==> config.mk <==
export PLATFORM = sky130hd
export DESIGN_NAME = uart_rx_byte_flat
export DESIGN_NICKNAME = d
export VERILOG_FILES = /design/src/rtl/uart_rx_byte_if.sv /design/src/rtl/uart_rx_byte.sv /design/src/flat_wrapper.sv
export SDC_FILE = /design/constraint.sdc
export NUM_CORES = 1
export LEC_CHECK = 0
export ABC_AREA = 1
export BUFFER_PORTS_ARGS = -buffer_cell sky130_fd_sc_hd__buf_2
export CAP_MARGIN = 25
export CORE_MARGIN = 10
export CORE_UTILIZATION = 55
export CTS_BUF_LIST = sky130_fd_sc_hd__clkbuf_8 sky130_fd_sc_hd__clkbuf_16
export DETAILED_ROUTE_END_ITERATION = 10
export PLACE_DENSITY = 0.71
export SKIP_LAST_GASP = 1
export SYNTH_ARGS = -nofsm -noshare
export SYNTH_HDL_FRONTEND = slang
export SYNTH_SLANG_ARGS = --single-unit
export TNS_END_PERCENT = 5
==> constraint.sdc <==
create_clock -name clk -period 1.9 [get_ports clk]
set_input_delay 0.475 -clock clk [delete_from_list [all_inputs] [get_ports clk]]
set_output_delay 0.475 -clock clk [all_outputs]
set_load 0.05 [all_outputs]
==> src/rtl/uart_rx_byte_if.sv <==
// ============================================================================
// Module      : uart_rx_byte_if
// Description : Serial line and received-byte signals between the radio RX
//               line, the UART receiver and the game logic.
// Revision    : 1.0 - initial release
// ============================================================================
`default_nettype none

interface uart_rx_byte_if;
    logic       rx;
    logic [7:0] data_out;
    logic       data_valid;
    logic       framing_err;
    logic       busy;

    // Consumer side: drives the serial line, observes the decoded byte.
    modport master (
        output rx,
        input  data_out,
        input  data_valid,
        input  framing_err,
        input  busy
    );

    // Receiver side.
    modport slave (
        input  rx,
        output data_out,
        output data_valid,
        output framing_err,
        output busy
    );
endinterface

`default_nettype wire

==> src/rtl/uart_rx_byte.sv <==
// ============================================================================
// Module      : uart_rx_byte
// Description : 8N1 UART receiver with a two-flop synchroniser, one-cycle
//               data_valid / framing_err strobes and break-guard state.
// Revision    : 1.0 - initial release
// ============================================================================
`default_nettype none

module uart_rx_byte #(
    parameter int CLKS_PER_BIT = 1042
) (
    input  wire logic     clk,
    input  wire logic     Rst,
    uart_rx_byte_if.slave bus
);

    localparam int HALF_BIT = CLKS_PER_BIT / 2;
    localparam int CW       = $clog2(CLKS_PER_BIT);

    localparam logic [CW-1:0] c_HALF_LAST = CW'(HALF_BIT - 1);
    localparam logic [CW-1:0] c_BIT_LAST  = CW'(CLKS_PER_BIT - 1);
    localparam logic [CW-1:0] c_CNT_ONE   = CW'(1);

    typedef enum logic [2:0] {
        S_IDLE      = 3'd0,
        S_START     = 3'd1,
        S_DATA      = 3'd2,
        S_STOP      = 3'd3,
        S_WAIT_HIGH = 3'd4
    } state_t;

    state_t          state_q, state_d;
    logic [CW-1:0]   clk_cnt_q, clk_cnt_d;
    logic [2:0]      bit_idx_q, bit_idx_d;
    logic [7:0]      shreg_q, shreg_d;
    logic [7:0]      data_q, data_d;
    logic            data_valid_q, data_valid_d;
    logic            framing_err_q, framing_err_d;
    logic            rx_meta_q;
    logic            rx_s_q;

    // Line idles high, so the synchroniser resets to 1 to avoid a false start.
    always_ff @(posedge clk) begin
        if (Rst) begin
            rx_meta_q <= 1'b1;
            rx_s_q    <= 1'b1;
        end else begin
            rx_meta_q <= bus.rx;
            rx_s_q    <= rx_meta_q;
        end
    end

    always_ff @(posedge clk) begin
        if (Rst) begin
            state_q       <= S_IDLE;
            clk_cnt_q     <= '0;
            bit_idx_q     <= '0;
            shreg_q       <= '0;
            data_q        <= '0;
            data_valid_q  <= 1'b0;
            framing_err_q <= 1'b0;
        end else begin
            state_q       <= state_d;
            clk_cnt_q     <= clk_cnt_d;
            bit_idx_q     <= bit_idx_d;
            shreg_q       <= shreg_d;
            data_q        <= data_d;
            data_valid_q  <= data_valid_d;
            framing_err_q <= framing_err_d;
        end
    end

    always_comb begin
        state_d       = state_q;
        clk_cnt_d     = clk_cnt_q;
        bit_idx_d     = bit_idx_q;
        shreg_d       = shreg_q;
        data_d        = data_q;
        data_valid_d  = 1'b0;
        framing_err_d = 1'b0;

        case (state_q)
            S_IDLE: begin
                clk_cnt_d = '0;
                if (!rx_s_q) begin
                    state_d = S_START;
                end
            end

            S_START: begin
                if (clk_cnt_q == c_HALF_LAST) begin
                    clk_cnt_d = '0;
                    if (!rx_s_q) begin
                        state_d   = S_DATA;
                        bit_idx_d = '0;
                    end else begin
                        state_d = S_IDLE;
                    end
                end else begin
                    clk_cnt_d = clk_cnt_q + c_CNT_ONE;
                end
            end

            S_DATA: begin
                if (clk_cnt_q == c_BIT_LAST) begin
                    clk_cnt_d = '0;
                    shreg_d   = {rx_s_q, shreg_q[7:1]};
                    if (bit_idx_q == 3'd7) begin
                        state_d = S_STOP;
                    end else begin
                        bit_idx_d = bit_idx_q + 3'd1;
                    end
                end else begin
                    clk_cnt_d = clk_cnt_q + c_CNT_ONE;
                end
            end

            S_STOP: begin
                if (clk_cnt_q == c_BIT_LAST) begin
                    clk_cnt_d = '0;
                    if (rx_s_q) begin
                        data_d       = shreg_q;
                        data_valid_d = 1'b1;
                        state_d      = S_IDLE;
                    end else begin
                        framing_err_d = 1'b1;
                        state_d       = S_WAIT_HIGH;
                    end
                end else begin
                    clk_cnt_d = clk_cnt_q + c_CNT_ONE;
                end
            end

            // A held-low line (break) must not be mistaken for a new start bit.
            S_WAIT_HIGH: begin
                clk_cnt_d = '0;
                if (rx_s_q) begin
                    state_d = S_IDLE;
                end
            end

            default: begin
                state_d   = S_IDLE;
                clk_cnt_d = '0;
            end
        endcase
    end

    assign bus.data_out    = data_q;
    assign bus.data_valid  = data_valid_q;
    assign bus.framing_err = framing_err_q;
    assign bus.busy        = (state_q != S_IDLE);

endmodule

`default_nettype wire

==> src/flat_wrapper.sv <==
// flat-port wrapper written by rule: the top's interface ports become plain ports
module uart_rx_byte_flat 
#(
    parameter int CLKS_PER_BIT = 1042
)
  (clk, Rst, bus_rx, bus_data_out, bus_data_valid, bus_framing_err, bus_busy);
  uart_rx_byte_if bus_i ();
  input  wire logic clk;
  input  wire logic Rst;
  input wire logic [$bits(bus_i.rx)-1:0] bus_rx;
  output wire logic [$bits(bus_i.data_out)-1:0] bus_data_out;
  output wire logic [$bits(bus_i.data_valid)-1:0] bus_data_valid;
  output wire logic [$bits(bus_i.framing_err)-1:0] bus_framing_err;
  output wire logic [$bits(bus_i.busy)-1:0] bus_busy;
  assign bus_i.rx = bus_rx;
  assign bus_data_out = bus_i.data_out;
  assign bus_data_valid = bus_i.data_valid;
  assign bus_framing_err = bus_i.framing_err;
  assign bus_busy = bus_i.busy;
  uart_rx_byte #(.CLKS_PER_BIT(CLKS_PER_BIT)) u_core (.clk(clk), .Rst(Rst), .bus(bus_i));
endmodule
# After elaboration in Yosys (flattened, before gate mapping)
# Cells that the tools add are included.
dict set report classes {
  addsub 2
  mul 0
  div 0
  order_cmp 0
  n_eq_ne 15
  n_shift 0
  muxes 19
  bitwise 2
  reduce_logical 9
}
# op count
set op_table {}
lappend op_table {{$mux 3} 11}
lappend op_table {{$mux 11} 2}
lappend op_table {{$pmux 11 s2} 1}
lappend op_table {{$pmux 3 s5} 1}
lappend op_table {{$add 11x1->11 const B} 1}
lappend op_table {{$eq 11x10->1 const B} 1}
lappend op_table {{$eq 11x11->1 const B} 1}
lappend op_table {{$ne 2x1->1 const B} 5}
lappend op_table {{$eq 3x2->1 const B} 2}
lappend op_table {{$eq 3x3->1 const B} 2}
lappend op_table {{$ne 2x2->1 const B} 3}
lappend op_table {{$pmux 3 s2} 1}
lappend op_table {{$reduce_and 6->1} 1}
lappend op_table {{$reduce_and 5->1} 1}
lappend op_table {{$add 3x1->3 const B} 1}
lappend op_table {{$eq 3x1->1 const B} 1}
lappend op_table {{$logic_not 3->1} 1}
lappend op_table {{$reduce_and 3->1} 1}
lappend op_table {{$reduce_bool 3->1} 1}
lappend op_table {{$reduce_or 3->1} 1}
lappend op_table {{$mux 1} 2}
lappend op_table {{$mux 2} 1}
lappend op_table {{$not 1->1} 2}
lappend op_table {{$reduce_and 2->1} 1}
lappend op_table {{other kinds (2)} 2}
dict set report word_totals {
  register_bits 37
  latch_bits 0
  ram_bits 0
  romBits 0
  input_bits 3
  out_inout_bits 11
  wordCells 56
  n_memories 0
}

# Longest topological paths before layout
# Gate-level depths: netlist of run 1.
dict set report logic_depth {
  word_depth 4
  ltp_mapped 10
  mapped_depth_nobuf 10
}

# Least setup slack after synthesis of run 1
# OpenSTA, ideal clock, no wires.
dict set report synth_timing {
  path_type {reg2reg}
  start {reg u_core.clk_cnt_q[0]}
  end {reg u_core.data_q[0], in the netlist u_core.bus.data_out[0]}
  setup_time_ns 0.116
  arrival_time_ns 1.314
  t_required_ns 1.784
  slack_ns 0.470
  path_stages_with_launch 9
  n_path_buf 0
  period_less_slack_ns 1.430
  path_cell_list {dfxtp_1 ha_1 nand2_1 nor2_2 nand3_4 nor3_4 inv_4 nor2_1 nor2_1}
}
dict set report synth_via {
  elab_chain_cells 2
}
# element line_no
set synth_rtl {}
lappend synth_rtl {{from (decl)} uart_rx_byte.sv:33} ;# logic [CW-1:0] clk_cnt_q, clk_cnt_d;
lappend synth_rtl {{from (signal assigned)} uart_rx_byte.sv:64} ;# clk_cnt_q <= clk_cnt_d;
lappend synth_rtl {{$eq 11x11->1} uart_rx_byte.sv:119} ;# if (clk_cnt_q == c_BIT_LAST) begin
lappend synth_rtl {{$reduce_and 3->1 (no source line)} n/a}
lappend synth_rtl {{to (signal assigned)} uart_rx_byte.sv:67} ;# data_q <= data_d;
lappend synth_rtl {{to (decl)} uart_rx_byte.sv:36} ;# logic [7:0] data_q, data_d;
# No other way between the ends.
# A chain may end at the register's enable or synchronous reset.

# Final worst setup path of run 1
dict set report layout_timing {
  start {reg u_core.clk_cnt_q[0]}
  end {reg u_core.data_q[3], in the netlist u_core.bus.data_out[3]}
}
# Same word-level chain as after synthesis.

==> reports/qor.csv, run 1 <==
stage,metric,value,unit
hold_path,hold path startpoint,bus_rx,
timing,setup violators final,0,
final_layout,Area Growth Syn to Fin,10.4,%
route,drt pass-1 iters,4,
timing,crit path time final,1.68,ns
clocking,htree depth,2,
route,DRC Markers,0,
timing,highest clock rate,596,MHz
clocking,Post-CTS Hold Buffers,0,
worst_setup_path,crit start category,register,
final_layout,"most common cell after layout, fill and taps aside",nor2_1,
power,leakage power,0.792,nW
worst_setup_path,CP Class,reg2reg,
global_route,vias in the first global route,1320,
status,status,"finished, final reports clean",
flow_run,Max-cap violations,0,
clocking,Sink Count,37,
yosys,Synth Area in Adders,3.84,%
timing,max-slew violations,0,
yosys,mux contribution to synthesized area,0,%
hold_path,worst hold path class,in2reg,
worst_setup_path,R2R Path Start,u_core.clk_cnt_q[0],
timing,Tightest Pin Transition,0.445,ns
yosys,main combinational cell family by area after synthesis,simple AND/OR/NAND/NOR gates,
worst_setup_path,Setup crit end kind,register,
timing,Tcrit/Tclk final,88.3,%
clocking,post-cts sizing count,0,
hold_path,Hold Path Cell Cnt,2,
final_layout,ANT cells,0,
yosys,#FFs+latches synth,37,
power,power density over cell area,936,mW/mm^2
die,FP Rows,19,
hold_path,WHS Endpoint,u_core.rx_meta_q,
worst_setup_path,worst r2r path cells,8,
clocking,Post CTS Setup Buffer Count,0,
route,via count,1403,
route,Avg WL per Cell,11.8,microns
timing,Rel. slew slack,70.3,%
yosys,Synth Net Count,227,
global_route,pin count of the biggest net entering global routing,18,
yosys,mean area per synthesized cell,7.44,sq um
yosys,YS warnings,0,
yosys,Mapped Cells,219,
route,WL final,3170,microns
place,post-DP HPWL,2350,microns
timing,clk_skew,0.0109,ns
global_route,initial antenna violation count,0,
route,Metal-1 WL,1520,microns
final_layout,fillcell total,256,
final_layout,layout cell share with drive strength beyond 1,13.9,%
route,metal3 WL,131,microns
route,uppermost layer routed,met4,
die,Die Y-Extent,74.4,microns
timing,RSZ-0062 raised after global routing,false,
timing,Setup TNS,0,ns
worst_setup_path,Reg-to-Reg End,u_core.bus.data_out[3],
die,io pins,14,
worst_setup_path,Register-to-Register Setup Slack,0.22,ns
yosys,Synth Cell Area,0.00163,sq mm
route,Met2 Wirelength,1480,microns
yosys,post-synthesis sequential area ratio,45.4,%
power,maximum vdd drop,0.773,mV
final_layout,fin area,0.00180,sq mm
clocking,clk buf depth,2,
yosys,XOR/XNOR share of the synthesized area,2.15,%
yosys,simple-gate share of the synthesized area,34.4,%
clocking,"Clk pin slew, worst setup/hold paths",0.07,ns
global_route,gr usage total,12.4,%
global_route,Overflow after GRT,0,
die,Core ar.,0.00281,sq mm
clocking,worst skew pair latency,0.28,ns
clocking,CTS tree,built,
place,RD Place Congestion,0.847,
timing,final count of hold timing violations,0,
die,Initial Util,58.1,%
place,PortBufs,13,
route,1st-iter DRT viols,75,
worst_setup_path,"Max FO, Critical Path",10,
worst_setup_path,Worst EP arrival,1.84,ns
die,die area,0.00554,sq mm
global_route,first-pass GRT wire length,5450,microns
yosys,Synth Area in Compound Gates,7.67,%
clocking,TritonCTS Buffers,5,
final_layout,final net count,244,
final_layout,"commonest cells after routing, fill and taps aside","nor2_1 (51), dfxtp_1 (37), nand2_1 (34), inv_1 (20), o21ai_0 (17)",
worst_setup_path,data required time of the worst path,2.07,ns
route,number of nets with antenna violations after routing,0,
die,Die X,74.4,microns
route,Via density,5.24,
yosys,synth unique cells,26,
place,placed inst area,0.00172,sq mm
clocking,clock root buffer master,clkbuf_8,
-- flip-flops by register name (all words and copies together) (netlist names) --
name                    cells
u_core.state_q              3
u_core.shreg_q              8
u_core.bus.framing_err      1
u_core.bus.data_out         8
u_core.rx_meta_q            1
u_core.clk_cnt_q           11
u_core.bit_idx_q            3
u_core.bus.data_valid       1
u_core.rx_s_q               1
-- through the flow --
stage / util [%] / hold slack (ns) / power, W / setup slack (ns) / cells
final: 64.1 / 0.369 / 0.00168 / 0.222 / 268
after global routing: 64.1 / 0.366 / 0.00179 / 0.0450 / 268
after CTS: 64.1 / 0.367 / 0.00169 / 0.209 / 268
after detailed placement: 61.2 / 0.404 / 0.00119 / 0.207 / 260
after global placement: 61.2 / 0.401 / 0.00118 / 0.287 / 260
after floorplan: - / 0.389 / 0.00112 / 0.470 / 219
-- how the worst max path moves through the flow --
stage,startpoint,endpoint,slack (ns),cells after the start
after global placement,u_core.clk_cnt_q[0],u_core.bus.data_out[3],0.29,8
after global routing,u_core.clk_cnt_q[0],u_core.bus.data_out[4],0.05,8
after detailed placement,u_core.clk_cnt_q[0],u_core.bus.data_out[3],0.21,8
after floorplan,u_core.clk_cnt_q[0],u_core.bus.data_out[0],0.47,8
after CTS,u_core.clk_cnt_q[0],u_core.bus.data_out[3],0.21,8
final,u_core.clk_cnt_q[0],u_core.bus.data_out[3],0.22,8
-- Yosys cell counts (all sizes together) --
| library cell | count | area share, % |
|---|---|---|
| clkbuf | 1 | 0.31 |
| ha | 5 | 3.8 |
| nand4 | 3 | 1.2 |
| a21oi | 5 | 1.5 |
| nor3b | 2 | 1.2 |
| dfxtp | 37 | 45 |
| o21ai | 17 | 5.2 |
| inv | 21 | 5.0 |
| nand2 | 35 | 8.2 |
| nand3 | 13 | 4.8 |
| a211oi | 1 | 0.46 |
| o21bai | 1 | 0.46 |
| buf | 3 | 1.2 |
| xor2 | 3 | 1.6 |
| or2 | 2 | 0.77 |
| xnor2 | 1 | 0.54 |
| nor3 | 14 | 5.0 |
| nor2 | 55 | 13 |
-- where the power goes --
group | switching [W] | internal (W) | total (W)
registers | 0.0000292 | 0.000799 | 0.000828
clock network | 0.000262 | 0.000249 | 0.000510
logic | 0.000252 | 0.0000942 | 0.000346
total | 0.000543 | 0.00114 | 0.00168
-- layout make-up --
type	count	area [sq um]	area share [%]
Clock buffer	5	68.8	3.82
Timing Repair Buffer	14	72.6	4.03
Inverter	21	81.3	4.52
Sequential cell	37	741	41.2
Clock inverter	3	13.8	0.765
Multi-Input combinational cell	157	783	43.5
Tap cell	31	38.8	2.16
-- metal layers --
layer	vias to the layer above	GRT usage, %
met1	627	14.4
met5	-	0
met4	0	6.30
li1	735	-
met3	6	3.86
met2	35	20.2
-- logic make-up after synthesis --
kind of cell / count (synthesis)
buffers and inverters: 25
AND/OR/NAND/NOR: 124
XOR/XNOR: 4
AO/OA/AOI/OAI: 24
flip-flops: 37
adder cells (fa/ha/maj): 5
-- worst max-delay path, cell delays in order, from the launching register on --
cell     delay [ns]
dfxtp_1        0.40
ha_1           0.19
nand2_1        0.07
nor2_2         0.12
nand3_4        0.15
nor3_4         0.35
inv_4          0.11
nor2_1         0.12
nor2_1         0.05
No activity file was read; power rests on OpenSTA's default activity.
==> inputs of run 2 (changes only) <==
CELL_PAD_IN_SITES_DETAIL_PLACEMENT = 1   (was not set)
CELL_PAD_IN_SITES_GLOBAL_PLACEMENT = 2   (was not set)
CORE_UTILIZATION = 33   (was 55)
HOLD_SLACK_MARGIN = 0.03   (was not set)
PLACE_DENSITY = 0.73   (was 0.71)
==> run 2 against run 1 <==
Effect of this change: final cell count grew 14%; largest cell class unchanged; sequential cell count unchanged; worst hold slack gained 0.0019 ns; combinational power increased by 2%; fmax shrank 0.19%; critical endpoint is now u_core.bus.data_out[6]; critical path depth unchanged; clock skew fell by 0.0036 ns; setup slack lost 0.0032 ns; sequential share of layout area is 2.1 points lower; count of clock-buffer cells in the layout up 1; largest power group unchanged; utilization decreased by 24 points.
==> reports/qor.csv, run 2 (synthesized netlist as in run 1, its figures left out) <==
stage,metric,value,unit,change
status,status,"finished, final reports clean",,unchanged
clocking,htree depth,2,,unchanged
timing,highest clock rate,595,MHz,was 596 MHz
clocking,Post-CTS Hold Buffers,0,,unchanged
route,DRC Markers,0,,unchanged
timing,crit path time final,1.68,ns,about the same
final_layout,"commonest cells after routing, fill and taps aside","nor2_1 (51), dfxtp_1 (37), nand2_1 (34), inv_1 (19), o21ai_0 (17)",,"was nor2_1 (51), dfxtp_1 (37), nand2_1 (34), inv_1 (20), o21ai_0 (17)"
route,drt pass-1 iters,4,,unchanged
clocking,TritonCTS Buffers,5,,unchanged
final_layout,"most common cell after layout, fill and taps aside",nor2_1,,unchanged
route,Met2 Wirelength,1880,microns,was 1480 microns
worst_setup_path,Register-to-Register Setup Slack,0.22,ns,about the same
power,Reg power frac,43.8,%,was 49.1%
route,1st-iter DRT viols,33,,was 75
clocking,Sink Count,37,,unchanged
place,PortBufs,13,,unchanged
clocking,clk buf depth,2,,unchanged
timing,Tcrit/Tclk final,88.5,%,was 88.3%
final_layout,Area Growth Syn to Fin,16.3,%,was 10.4%
timing,Final WS setup,0.219,ns,was 0.222 ns
final_layout,ANT cells,0,,unchanged
power,Psw,0.000568,W,was 0.000543 W
route,Avg WL per Cell,12.3,microns,was 11.8 microns
global_route,gr usage total,9.59,%,was 12.4%
global_route,pin count of the biggest net entering global routing,13,,was 18
power,Comb pwr share,18.7,%,was 20.6%
global_route,first-pass GRT wire length,6620,microns,was 5450 microns
place,RD Place Congestion,0.778,,was 0.847
worst_setup_path,R2R Path Start,u_core.clk_cnt_q[0],,unchanged
power,clock share of power,37.5,%,was 30.3%
power,power density over cell area,996,mW/mm^2,was 936 mW/mm^2
die,io pins,14,,unchanged
hold_path,WHS Endpoint,u_core.rx_meta_q,,unchanged
clocking,clock root buffer master,clkbuf_8,,unchanged
timing,Hold WS,0.371,ns,was 0.369 ns
final_layout,Reg with most FFs,u_core.clk_cnt_q,,unchanged
die,die area,0.00815,sq mm,was 0.00554 sq mm
route,uppermost layer routed,met4,,unchanged
power,leakage power,0.811,nW,was 0.792 nW
power,Power Total,0.00189,W,was 0.00168 W
worst_setup_path,Worst EP arrival,1.86,ns,was 1.84 ns
clocking,CTS tree,built,,unchanged
clocking,Post CTS Setup Buffer Count,0,,unchanged
clocking,worst skew pair latency,0.28,ns,about the same
clocking,"Clk pin slew, worst setup/hold paths",0.08,ns,was 0.07 ns
die,Core ar.,0.00475,sq mm,was 0.00281 sq mm
global_route,initial antenna violation count,0,,unchanged
final_layout,max reg flops,11,,unchanged
worst_setup_path,worst r2r path cells,8,,unchanged
power,Int Pwr,0.00132,W,was 0.00114 W
place,post-DP HPWL,2920,microns,was 2350 microns
power,maximum vdd drop,0.407,mV,was 0.773 mV
power,Switching Fraction,30.1,%,was 32.2%
timing,RSZ-0062 raised after global routing,false,,unchanged
timing,Tightest Pin Transition,0.426,ns,was 0.445 ns
place,Setup WS pre-CTS,0.183,ns,was 0.207 ns
global_route,Overflow after GRT,0,,unchanged
worst_setup_path,"Max FO, Critical Path",10,,unchanged
route,via count,1416,,was 1403
final_layout,final net count,246,,was 244
route,Metal-1 WL,1730,microns,was 1520 microns
global_route,vias in the first global route,1460,,was 1320
worst_setup_path,Reg-to-Reg End,u_core.bus.data_out[6],,was u_core.bus.data_out[3]
die,FP Rows,25,,was 19
timing,Rel. slew slack,71.5,%,was 70.3%
die,Die Y-Extent,90.3,microns,was 74.4 microns
worst_setup_path,crit start category,register,,unchanged
die,Die X,90.3,microns,was 74.4 microns
hold_path,worst hold path class,in2reg,,unchanged
clocking,post-cts sizing count,0,,unchanged
timing,final count of hold timing violations,0,,unchanged
timing,clk_skew,0.00730,ns,was 0.0109 ns
timing,max-slew violations,0,,unchanged
timing,setup violators final,0,,unchanged
worst_setup_path,CP Class,reg2reg,,unchanged
worst_setup_path,Setup crit end kind,register,,unchanged
worst_setup_path,data required time of the worst path,2.08,ns,was 2.07 ns
timing,Setup TNS,0,ns,unchanged
route,number of nets with antenna violations after routing,0,,unchanged
route,metal3 WL,95,microns,was 131 microns
route,WL final,3750,microns,was 3170 microns
die,Initial Util,34.3,%,was 58.1%
hold_path,hold path startpoint,bus_rx,,unchanged
route,Via density,4.63,,was 5.24
final_layout,layout cell share with drive strength beyond 1,15.1,%,was 13.9%
hold_path,Hold Path Cell Cnt,2,,unchanged
flow_run,Max-cap violations,0,,unchanged
==> run 2: changes by cell type in the layout (fill, tap and decap cells not counted) <==
| cell | before | now |
|---|---|---|
| buf_4 | 1 | 3 |
| clkbuf_8 | 5 | 6 |
| clkinv_2 | 2 | 0 |
| bufinv_16 | 0 | 1 |
| clkinvlp_4 | 0 | 1 |
| inv_1 | 20 | 19 |
==> run 2: how the worst max path moves through the flow <==
stage / from / endpoint / slack [ns] / depth (start not counted)
4_1_cts: u_core.clk_cnt_q[0] / u_core.bus.data_out[6] / 0.17 / 8
6_report: u_core.clk_cnt_q[0] / u_core.bus.data_out[6] / 0.22 / 8
5_1_grt: u_core.clk_cnt_q[0] / u_core.clk_cnt_q[8] / 0.02 / 8
2_1_floorplan: u_core.clk_cnt_q[0] / u_core.bus.data_out[0] / 0.47 / 8
3_3_place_gp: u_core.clk_cnt_q[0] / u_core.bus.data_out[1] / 0.23 / 8
3_5_place_dp: u_core.clk_cnt_q[0] / u_core.bus.data_out[6] / 0.18 / 8
==> run 2: stage by stage <==
stage          std cells  util [%]  instance area, sq um
2_1_floorplan        219         -                  1630
3_3_place_gp         298      37.4                  1780
3_5_place_dp         298      37.4                  1780
4_1_cts              306      39.9                  1900
5_1_grt              306      39.9                  1900
6_report             306      39.9                  1900
==> run 2: final cells by class <==
| type | count | area [sq um] |
|---|---|---|
| flip-flops and latches | 37 | 741 |
| clock buffers | 6 | 82.6 |
| clock inverters | 2 | 37.5 |
| multi-input cells | 157 | 783 |
| inverters | 21 | 81.3 |
| well taps | 67 | 83.8 |
| fillers | 617 | 2860 |
| repair buffers | 16 | 87.6 |
==> run 2: critical path: stages (launching register included) <==
cell	delay [ns]
dfxtp_1	0.41
ha_1	0.20
nand2_1	0.07
nor2_2	0.12
nand3_4	0.15
nor3_4	0.36
inv_4	0.11
nor2_1	0.12
nor2_1	0.05
==> run 2: power groups by stage <==
stage                     logic [W]  clock network (W)  registers (W)
final                      0.000353           0.000709       0.000827
after global routing       0.000410           0.000771       0.000833
after CTS                  0.000360           0.000738       0.000826
after detailed placement   0.000360                  0       0.000845
after global placement     0.000353                  0       0.000842
after floorplan            0.000281                  0       0.000836
==> run 2: routing by layer <==
layer | vias up | track usage (%)
met5 | - | 0
met2 | 12 | 16.6
met1 | 663 | 11.2
met3 | 5 | 2.41
li1 | 736 | -
met4 | 0 | 3.18
==> inputs of run 3 (changes only) <==
CORE_MARGIN = not set   (was 10)
==> run 3 against run 2 <==
Effect of this change: global-route usage rose by 9.0 points; first-iteration DRC count grew 18%; non-clock buffer count down 2; sequential cell count stayed put; critical path depth is the same; final area decreased by 1.4%; critical path type unchanged; critical endpoint is now u_core.bus.data_out[0].
==> reports/qor.csv, run 3 (synthesized netlist as in run 1, its figures left out) <==
stage,metric,value,unit,change
clocking,TritonCTS Buffers,5,,unchanged
power,Psw,0.000605,W,was 0.000568 W
final_layout,ANT cells,0,,unchanged
worst_setup_path,Register-to-Register Setup Slack,0.21,ns,was 0.22 ns
timing,RSZ-0062 raised after global routing,false,,unchanged
global_route,initial antenna violation count,0,,unchanged
power,Comb pwr share,19.8,%,was 18.7%
clocking,clock root buffer master,clkbuf_8,,unchanged
timing,Tcrit/Tclk final,89.2,%,was 88.5%
timing,Tightest Pin Transition,0.441,ns,was 0.426 ns
route,Avg WL per Cell,14.0,microns,was 12.3 microns
timing,setup violators final,0,,unchanged
status,status,"finished, final reports clean",,unchanged
worst_setup_path,crit start category,register,,unchanged
worst_setup_path,Setup crit end kind,register,,unchanged
hold_path,worst hold path class,in2reg,,unchanged
worst_setup_path,CP endpoint,u_core.bus.data_out[0],,was u_core.bus.data_out[6]
final_layout,final net count,244,,was 246
global_route,pin count of the biggest net entering global routing,14,,was 13
flow_run,Max-cap violations,0,,unchanged
final_layout,layout cell share with drive strength beyond 1,14.0,%,was 15.1%
timing,Setup TNS,0,ns,unchanged
die,Core ar.,0.00472,sq mm,was 0.00475 sq mm
global_route,gr usage total,18.6,%,was 9.59%
clocking,"Clk pin slew, worst setup/hold paths",0.07,ns,was 0.08 ns
worst_setup_path,worst r2r path cells,8,,unchanged
die,die area,0.00523,sq mm,was 0.00815 sq mm
route,WL final,4240,microns,was 3750 microns
final_layout,"most common cell after layout, fill and taps aside",nor2_1,,unchanged
die,Initial Util,34.5,%,was 34.3%
power,maximum vdd drop,0.373,mV,was 0.407 mV
worst_setup_path,"Max FO, Critical Path",10,,unchanged
final_layout,Reg with most FFs,u_core.clk_cnt_q,,unchanged
timing,final count of hold timing violations,0,,unchanged
worst_setup_path,Reg-to-Reg End,u_core.bus.data_out[0],,was u_core.bus.data_out[6]
route,Via density,4.83,,was 4.63
clocking,clk buf depth,2,,unchanged
timing,Rel. slew slack,70.4,%,was 71.5%
power,power density over cell area,1000,mW/mm^2,was 996 mW/mm^2
global_route,first-pass GRT wire length,7310,microns,was 6620 microns
power,leakage power,0.797,nW,was 0.811 nW
final_layout,Area Growth Syn to Fin,14.7,%,was 16.3%
die,io pins,14,,unchanged
power,Reg power frac,44.1,%,was 43.8%
place,RD Place Congestion,0.764,,was 0.778
worst_setup_path,data required time of the worst path,2.09,ns,was 2.08 ns
worst_setup_path,Worst EP arrival,1.89,ns,was 1.86 ns
clocking,worst skew pair latency,0.30,ns,was 0.28 ns
final_layout,max reg flops,11,,unchanged
final_layout,fin cells,303,,was 306
route,DRC Markers,0,,unchanged
timing,clk_skew,0.00863,ns,was 0.00730 ns
timing,crit path time final,1.69,ns,was 1.68 ns
timing,highest clock rate,590,MHz,was 595 MHz
worst_setup_path,CP Class,reg2reg,,unchanged
final_layout,"commonest cells after routing, fill and taps aside","nor2_1 (51), dfxtp_1 (37), nand2_1 (34), inv_1 (19), o21ai_0 (17)",,unchanged
die,Die Y-Extent,72.3,microns,was 90.3 microns
route,number of nets with antenna violations after routing,0,,unchanged
route,drt pass-1 iters,4,,unchanged
place,post-DP HPWL,3060,microns,was 2920 microns
global_route,Overflow after GRT,0,,unchanged
place,Inst Count DP,296,,was 298
clocking,htree depth,2,,unchanged
die,FP Rows,25,,unchanged
power,clock share of power,36.1,%,was 37.5%
global_route,vias in the first global route,1513,,was 1460
route,via count,1463,,was 1416
worst_setup_path,R2R Path Start,u_core.clk_cnt_q[0],,unchanged
clocking,CTS tree,built,,unchanged
worst_setup_path,critical path startpoint,u_core.clk_cnt_q[0],,unchanged
clocking,Sink Count,37,,unchanged
place,PortBufs,13,,unchanged
power,Switching Fraction,32.2,%,was 30.1%
die,Die X,72.3,microns,was 90.3 microns
route,1st-iter DRT viols,39,,was 33
power,Int Pwr,0.00128,W,was 0.00132 W
timing,max-slew violations,0,,unchanged
## run 3: cell count changes in the layout (fill, tap and decap cells not counted)
cell,previous run,this run
clkbuf_8,6,5
clkinvlp_4,1,0
nor2_4,0,1
nor2_2,4,3
buf_4,3,1
clkinv_2,0,1
## run 3: power by group through the flow
stage | Combinational [W] | Clock [W] | Sequential, W
4_1_cts | 0.000371 | 0.000695 | 0.000829
3_5_place_dp | 0.000365 | 0 | 0.000845
3_3_place_gp | 0.000353 | 0 | 0.000843
6_report | 0.000373 | 0.000678 | 0.000829
2_1_floorplan | 0.000281 | 0 | 0.000836
5_1_grt | 0.000421 | 0.000734 | 0.000833
## run 3: how the worst min path moves through the flow
| stage | from | endpoint | slack (ns) | depth (start not counted) |
|---|---|---|---|---|
| 2_1_floorplan | u_core.rx_meta_q | u_core.rx_s_q | 0.39 | 1 |
| 3_3_place_gp | u_core.rx_meta_q | u_core.rx_s_q | 0.40 | 1 |
| 4_1_cts | bus_rx | u_core.rx_meta_q | 0.36 | 2 |
| 3_5_place_dp | u_core.rx_meta_q | u_core.rx_s_q | 0.40 | 1 |
| 5_1_grt | bus_rx | u_core.rx_meta_q | 0.36 | 2 |
| 6_report | bus_rx | u_core.rx_meta_q | 0.37 | 2 |
## run 3: through the flow
step | utilization [%] | setup WS, ns | hold slack (ns) | cell area [sq um] | total power, W
global route | 39.6 | 0.0101 | 0.356 | 1870 | 0.00199
floorplan | - | 0.470 | 0.389 | 1630 | 0.00112
detailed placement | 37.3 | 0.167 | 0.404 | 1760 | 0.00121
finish | 39.6 | 0.205 | 0.365 | 1870 | 0.00188
CTS | 39.5 | 0.142 | 0.359 | 1870 | 0.00190
global placement | 37.3 | 0.224 | 0.402 | 1760 | 0.00120
## run 3: critical path, stage by stage (launching register included)
cell and delay, ns:
dfxtp_1 0.41, ha_1 0.19, nand2_1 0.06, nor2_2 0.12
nand3_4 0.15, nor3_4 0.37, inv_4 0.11, nor2_1 0.11
nor2_1 0.06
## run 3: layer usage
| layer | up-vias | share of wire (%) | wire length (microns) | global-route usage, % |
|---|---|---|---|---|
| met5 | - | 0 | 0 | 0 |
| met4 | 0 | 1.8 | 78 | 7.84 |
| met3 | 7 | 2.5 | 104 | 4.17 |
| met2 | 18 | 47 | 1990 | 29.6 |
| met1 | 707 | 49 | 2060 | 24.2 |
| li1 | 731 | - | - | - |
## run 3: final cells by class
type	instances	area [sq um]
Clock inverter	2	35.0
Timing Repair Buffer	14	72.6
Tap cell	67	83.8
Inverter	21	81.3
Sequential cell	37	741
Clock buffer	5	68.8
Fill cell	601	2850
Multi-Input combinational cell	157	788
## run 3: timing repair
action / in CTS / in global routing
resized for setup: 0 / 1
hold buffers: 0 / 0
buffers inserted: 0 / 0
setup endpoints to repair: 0 / 3
